<file path="src/rtl/mem_arbiter_pkg.sv">
// mem_arbiter_pkg: shared state encodings and constants for the memory arbiter
package mem_arbiter_pkg;
  typedef enum logic [1:0] {IDLE, IF_BUSY, MEM_BUSY} state_t;
  localparam logic [5:0] StallNone = 6'b000000;
  localparam logic [5:0] StallIf = 6'b000011;
  localparam logic [5:0] StallMem = 6'b011111;
  localparam logic [31:0] ZeroWord = 32'h0;
endpackage

</file>
<file path="src/rtl/mem_arbiter_bus_wdog.sv">
// bus_wdog: counts busy cycles without a bus ack and flags the abort cycle
module bus_wdog #(
  parameter int TIMEOUT = 255
) (
  input  logic clk,
  input  logic rst,
  input  logic clr,
  input  logic en,
  output logic expired
);
  logic [7:0] cnt;
  assign expired = en && (cnt == 8'(TIMEOUT - 1));
  always_ff @(posedge clk or negedge rst)
    if (!rst) cnt <= '0;
    else if (clr) cnt <= '0;
    else if (en) cnt <= cnt + 8'd1;
endmodule

</file>
<file path="src/rtl/mem_arbiter.sv">
// mem_arbiter: shares one memory port between instruction fetch and data access
module mem_arbiter #(
  parameter int TIMEOUT = 255
) (
  input  logic        clk,
  input  logic        rst,
  input  logic        if_req,
  input  logic [31:0] if_addr,
  output logic [31:0] if_rdata,
  output logic        if_ack,
  input  logic        mem_req,
  input  logic        mem_we,
  input  logic [31:0] mem_addr,
  input  logic [31:0] mem_wdata,
  input  logic [3:0]  mem_sel,
  output logic [31:0] mem_rdata,
  output logic        mem_ack,
  input  logic        flush,
  output logic        bus_req,
  output logic        bus_we,
  output logic [31:0] bus_addr,
  output logic [31:0] bus_wdata,
  output logic [3:0]  bus_sel,
  input  logic [31:0] bus_rdata,
  input  logic        bus_ack,
  output logic [5:0]  stall,
  output logic        bus_err
);
  import mem_arbiter_pkg::*;
  state_t state;
  logic discard, expired, done;
  assign done = bus_ack || expired;
  assign bus_req = state != IDLE;
  assign stall = (mem_req && !mem_ack) ? StallMem : (if_req && !if_ack) ? StallIf : StallNone;
  bus_wdog #(.TIMEOUT(TIMEOUT)) u_wdog (
    .clk(clk),
    .rst(rst),
    .clr(state == IDLE),
    .en(bus_req && !bus_ack),
    .expired(expired)
  );
  always_ff @(posedge clk or negedge rst)
    if (!rst) begin
      state <= IDLE;
      bus_we <= 1'b0;
      bus_addr <= ZeroWord;
      bus_wdata <= ZeroWord;
      bus_sel <= 4'h0;
      if_ack <= 1'b0;
      mem_ack <= 1'b0;
      if_rdata <= ZeroWord;
      mem_rdata <= ZeroWord;
      bus_err <= 1'b0;
      discard <= 1'b0;
    end else begin
      if_ack <= 1'b0;
      mem_ack <= 1'b0;
      bus_err <= 1'b0;
      case (state)
        IDLE: begin
          discard <= 1'b0;
          if (mem_req) begin
            state <= MEM_BUSY;
            bus_we <= mem_we;
            bus_addr <= mem_addr;
            bus_wdata <= mem_wdata;
            bus_sel <= mem_sel;
          end else if (if_req && !flush) begin
            state <= IF_BUSY;
            bus_we <= 1'b0;
            bus_addr <= if_addr;
            bus_wdata <= ZeroWord;
            bus_sel <= 4'hf;
          end
        end
        IF_BUSY: begin
          discard <= (discard || flush) && !done;
          if (done) begin
            state <= IDLE;
            bus_err <= expired;
            if (!(discard || flush)) begin
              if_ack <= 1'b1;
              if_rdata <= expired ? ZeroWord : bus_rdata;
            end
          end
        end
        MEM_BUSY:
          if (done) begin
            state <= IDLE;
            bus_err <= expired;
            mem_ack <= 1'b1;
            mem_rdata <= expired ? ZeroWord : bus_we ? mem_rdata : bus_rdata;
          end
        default: state <= IDLE;
      endcase
    end
endmodule

</file>
<file path="config.mk">
export PLATFORM = sky130hd
export DESIGN_NAME = mem_arbiter
export DESIGN_NICKNAME = d
export VERILOG_FILES = /design/src/rtl/mem_arbiter_pkg.sv /design/src/rtl/mem_arbiter_bus_wdog.sv /design/src/rtl/mem_arbiter.sv
export SDC_FILE = /design/constraint.sdc
export NUM_CORES = 1
export LEC_CHECK = 0
export BUFFER_PORTS_ARGS = -buffer_cell sky130_fd_sc_hd__buf_2
export CAP_MARGIN = 20
export CELL_PAD_IN_SITES_DETAIL_PLACEMENT = 1
export CELL_PAD_IN_SITES_GLOBAL_PLACEMENT = 1
export CORE_ASPECT_RATIO = 1.4
export CORE_MARGIN = 1
export CORE_UTILIZATION = 38
export CTS_BUF_LIST = sky130_fd_sc_hd__clkbuf_8
export DETAILED_ROUTE_END_ITERATION = 10
export GPL_ROUTABILITY_DRIVEN = 0
export PLACE_DENSITY = 0.8
export SETUP_SLACK_MARGIN = 0.3
export SYNTH_ARGS = -nofsm -noshare
export SYNTH_HDL_FRONTEND = slang
export SYNTH_HIERARCHICAL = 1
export SYNTH_SLANG_ARGS = --single-unit
</file>
<file path="constraint.sdc">
create_clock -name clk -period 3.1 [get_ports clk]
set_input_delay 0.155 -clock clk [delete_from_list [all_inputs] [get_ports clk]]
set_output_delay 0.155 -clock clk [all_outputs]
set_load 0.02 [all_outputs]
</file>
# Yosys cells after proc, flatten, opt, wreduce, memory -nomap -nowiden
# Index checks and enable logic that the tools add are counted.
[classes]
eq_ne = 6
reduce_logical = 23
addsub = 1
n_mux = 27
bitwise = 1
[op_table]
columns = ["op", "n"]
rows = [
  ["32-bit two-way mux", 7],
  ["8-bit two-way mux", 2],
  ["1-bit two-way mux", 9],
  ["8-bit by 1-bit adder with 8-bit output (second input constant)", 1],
  ["8-bit == test (second input constant)", 1],
  ["2-bit two-way mux", 4],
  ["4-bit two-way mux", 2],
  ["2-bit nonzero test", 4],
  ["1-bit logical AND", 6],
  ["3-bit AND reduction", 2],
  ["1-bit logical NOT", 5],
  ["5-bit two-way mux", 1],
  ["2-bit by 1-bit != test with 1-bit output (second input constant)", 2],
  ["2-bit one-hot mux with 2 select lines", 1],
  ["2-bit AND reduction", 2],
  ["3-bit != test (second input constant)", 1],
  ["2-bit by 1-bit == test with 1-bit output (second input constant)", 1],
  ["2-bit == test (second input constant)", 1],
  ["2-bit logical NOT", 1],
  ["1-bit logical OR", 2],
  ["1-bit one-hot mux with 2 select lines", 1],
  ["2-bit OR reduction", 1],
  ["1-bit NOT", 1],
]
[word_totals]
wordCells = 70
ff_bits = 147
in_bits = 139
output_inout_bits = 143

# Longest topological paths before layout
[depth]
depth_word = 7
mapped_depth = 10
mapped_depth_nobuf = 8

# Cells and area by module
# Netlist, hierarchy kept.
[by_module_without_submodules]
columns = ["module", "cells_per_inst", "instances", "area_each_um2", "seq_area_each_um2"]
rows = [
  ["mem_arbiter", 397, 1, 6068.3, 3478.3],
  ["bus_wdog", 41, 1, 411.6, 200.2],
]

# Worst setup path before layout
# Ideal clock, no wire load.
[synth_path]
path_type = "reg2reg"
from = "register state[0]"
to = "register if_rdata[24]"
n_path_buf = 2
stages_incl_launch_ff = 10
t_arrival_ns = 2.058
required_time_ns = 2.975
period_less_slack_ns = 2.183
setup_time_ns = 0.125
path_slack_ns = 0.917
cell_sequence = "dfrtp_1 > inv_1 > ha_1 > nor2_1 > buf_4 > nand4_1 > nor2_1 > clkbuf_1 > and2b_1 > mux2_4"
[synth_via]
elab_chain_len = 5
word_cells_on_any_way = 7
cone_classes = "eq/ne: 1; mux: 1; reduce/logical: 5"
[synth_lines]
columns = ["item", "line_no", "source"]
rows = [
  ["start, declared", "mem_arbiter.sv:30", "state_t state;"],
  ["start signal, assigned", "mem_arbiter.sv:44", "state <= IDLE;"],
  ["start signal, assigned", "mem_arbiter.sv:63", "state <= MEM_BUSY;"],
  ["start signal, assigned", "mem_arbiter.sv:69", "state <= IF_BUSY;"],
  ["2-bit nonzero test (*)", "mem_arbiter.sv:33", "assign bus_req = state != IDLE;"],
  ["1-bit logical AND (*)", "mem_arbiter.sv:39", ".en(bus_req && !bus_ack),"],
  ["1-bit logical AND (*)", "mem_arbiter_bus_wdog.sv:12", "assign expired = en && (cnt == 8'(TIMEOUT - 1));"],
  ["net expired", "mem_arbiter.sv:31", "logic discard, expired, done;"],
  ["1-bit logical OR", "mem_arbiter.sv:32", "assign done = bus_ack || expired;"],
  ["3-bit AND reduction (no line)", "n/a", ""],
  ["end signal, assigned", "mem_arbiter.sv:51", "if_rdata <= ZeroWord;"],
  ["end signal, assigned", "mem_arbiter.sv:83", "if_rdata <= expired ? ZeroWord : bus_rdata;"],
  ["end, declared", "mem_arbiter.sv:9", "output logic [31:0] if_rdata,"],
]
# The timed path passes the listed nets; every way through them passes the cells marked *.
# A chain may end at the register's enable or synchronous reset.

# Final worst setup path
[layout_path]
from = "register state[0]"
to = "register if_rdata[29]"
# The elaborated chain is that of the path after synthesis.

==> summary.md <==
| Metric | Value |
|---|---|
| Outcome | finished, final reports clean |
| Area Growth Syn to Fin | 37.2% |
| Max-Cap Viols | 0 |
| Final hold viol count | 0 |
| Complex-gate fraction of the synthesized area | between 6 and 7% |
| Yosys top cell by area | dfrtp_1 |
| CP max-delay cell | dfrtp_1 |
| Post-synth EDFFs | 0 |
| P per Cell Area | 1020 nW/um2 |
| CP delay by family, top | simple AND/OR/NAND/NOR gates |
| WS Path Type | flop to flop |
| Setup Buffers After CTS | 0 |
| Pins over their slew limit | 0 |
| Clk pin slew, worst setup/hold paths | approximately 0.09 ns |
| Tightest Pin Transition | around 0.83 ns |
| Worst min path class | input pin to flop |
| Hold Path Stages | 3 |
| Final period utilization | between 70% and 80% |
| Critical path cell sequence | inv_1, ha_1, nor2_1, nand4_1, nor2_2, or2_4, nand3_4, buf_12, mux2_4 |
| Drt first pass iters | 4 |
| Buffers & Inverters on Critical Path | 2 |
| Yosys warning total | 6 |
| Critical Path Source | state[0] |
| Tmin final | ~2.4 ns |
| Crit path largest cell delay | 0.39 ns |
| CTS max path bufs | 2 |
| Vias | ~4800 |
| Largest net degree at the start of global routing | 92 |
| Num rows | 56 |
| CP Data Required Time | 3.43 ns |
| Post-synthesis simple-gate area fraction | a little over 6% |
| Post-Place Setup Slack | just under 0.8 ns |
| Final setup violation count | 0 |
| Core ar. | roughly 17000 um2 |
| CTS H-Tree Depth | 4 |
| DP Cell Count | between 900 and 1000 |
| Layout cells sized above 1 | between 50% and 60% |
| First-pass GRT wire length | approximately 29 mm |
| Nets | between 900 and 1000 |
| Via density | around 5.0 |
| Power, Total | around 9.1 mW |
| Vias in the first global route | approximately 5300 |
| Non-filler cells, final | a little under 1000 |
| Number of synthesized register bits | 147 |
| Syn Std Cell Area | between 6000 and 7000 um2 |
| CTS Sinks | 147 |
| Ys async rst share | 100% |
| Worst-Skew Late Latency | ~0.46 ns |
| Combinational family with the most area after synthesis | multiplexers |
| Max-slew headroom | between 40 and 50% |
| Die Ht | roughly 160 um |
| CTS Hold Buffers Added | 38 |
| WP data arrival | 2.76 ns |
| Overall Global Routing Usage | between 20% and 30% |
| Fmax | around 0.4 GHz |
| IO buf count | 280 |
| DRC viols | 0 |
| Seq/Total Area, Yosys | 56.8% |
| Final worst setup slack | about 0.67 ns |
| Initial Util | 38.7% |
| Post-DR wirelength/cell | roughly 19 um |
| LEAKAGE | between 4 and 5 nW |
| Peak supply drop | between 500 and 600 uV |
| Post-Syn Nets | between 500 and 600 |
| Setup crit start kind | flop |
| Synth top area share | a little under three fifths |
| # IOs | approximately 280 |
| TNS Setup | 0 ns |
| Synth Instances | 438 |
| Crit. End Element | flop |
| Die Wd | 112 um |
| Initial antenna violation count | 0 |
| Synthesized area per cell | 14.8 um2 |
| Mux cell area share after synthesis | 25.4% |
| Inserted Clock Buffers | 17 |
| Resized cells post-CTS | 0 |
| Filler cells | 1802 |
| HP Start | if_addr[8] |
| RSZ-0062 raised after global routing | false |
| Hold_ws | approximately 0.073 ns |
| Post-synthesis adder-cell area fraction | 0.965% |
| Worst r2r dst | if_rdata[29] |
| Post-DP HPWL | 12.5 mm |
| Synth area leaders | dfrtp_1, mux2_4, mux2_2, a22o_1, nor2b_1 |
| Post-Route WL | around 19 mm |
| CTS tree | done |
| Total gr overflow | 0 |
| Iteration-0 DRC count of the detailed router | between 100 and 150 |
| Clock skew | about 0.028 ns |
| CP max FO | 18 |
| Top FF cell, synth | dfrtp_1 |
| FF-to-FF path depth | 9 |
| Setup slack, reg-to-reg | slightly below 0.7 ns |
| CTS root buffer | clkbuf_8 |
| Reg2reg start | state[0] |
| Die Area | 17600 um2 |
| Detail Route Antenna Nets | 0 |
| Post-Synth XOR/XNOR Area | less than 1% |
| Netlist cell types | 36 |
| Destination of the worst hold path | bus_addr[8] |
==> cells in the mapped netlist, types with 7 or more instances <==
| cell type | n |
|---|---|
| buf_6 | 7 |
| inv_1 | 8 |
| buf_4 | 8 |
| buf_2 | 10 |
| nor2b_1 | 28 |
| mux2_4 | 55 |
| nor2_1 | 9 |
| mux2_2 | 72 |
| a22o_1 | 34 |
| dfrtp_1 | 147 |
==> worst max-delay path by stage <==
stage | to | slack (ns) | depth (start not counted)
detailed placement | if_rdata[23] | 0.79 | 9
global route | if_rdata[29] | 0.57 | 9
finish | if_rdata[29] | 0.67 | 9
floorplan | if_rdata[24] | 0.92 | 9
CTS | if_rdata[29] | 0.75 | 9
global placement | if_rdata[28] | 0.93 | 9
==> flip-flops by register name (all words and copies together), names as in the netlist <==
register	count
bus_addr	32
bus_we	1
if_ack	1
u_wdog/cnt	8
bus_err	1
mem_ack	1
mem_rdata	32
bus_wdata	32
discard	1
bus_sel	4
if_rdata	32
state	2
==> worst min-delay path, stage by stage <==
cell and delay [ns]:
buf_2 0.07, mux2_2 0.13, mux2_4 0.13
==> routing by layer <==
metal / global-route usage [%] / routed length [um] / vias up
met2: 39.0 / 10000 / 232
met1: 24.0 / 7190 / 2391
li1: - / - / 2187
met4: 10.1 / 505 / 0
met5: 0 / 0 / -
met3: 5.42 / 1130 / 38
==> where the power goes <==
group / internal (mW) / switching, mW
logic: 1.79 / 2.28
registers: 2.78 / 0.542
clock network: 0.901 / 0.815
==> kinds of logic (layout without fill, tap and decap cells) <==
kind of cell | count (synthesis) | count (layout)
AO/OA/AOI/OAI | 54 | 54
multiplexers | 128 | 128
adder cells (fa/ha/maj) | 5 | 5
XOR/XNOR | 4 | 4
AND/OR/NAND/NOR | 62 | 62
flip-flops | 147 | 147
buffers and inverters | 37 | 370
other | 1 | 2
==> cell usage in the layout (no fill, tap or decap), types with 5 or more instances in the layout <==
master,synthesis,final
a22o_1,34,34
dfrtp_1,147,147
o21ai_0,5,5
buf_2,10,279
mux2_4,55,55
clkbuf_8,0,17
dlygate4sd3_1,0,38
inv_1,8,8
ha_1,5,5
buf_4,8,11
nor2b_1,28,28
clkinv_4,0,6
a21oi_1,5,5
mux2_2,72,72
and2b_1,5,5
nor2_1,9,8
==> area by class of cell <==
type                    instances  area (um2)  share of cell area (%)
flip-flops and latches        147        3680                    41.4
diodes                          1        2.50                  0.0281
clock inverters                15         225                    2.53
clock buffers                  17         234                    2.63
repair buffers                330        1890                    21.3
inverters                       8        30.0                   0.338
multi-input cells             254        2570                    29.0
well taps                     203         254                    2.86
==> stage by stage <==
stage | utilization [%] | cell area [um2]
finish | 53.1 | 8890
detailed placement | 48.1 | 8050
CTS | 53.1 | 8890
global placement | 48.1 | 8050
global route | 53.1 | 8890
floorplan | - | 6480
(Power assumes the default switching activity.)
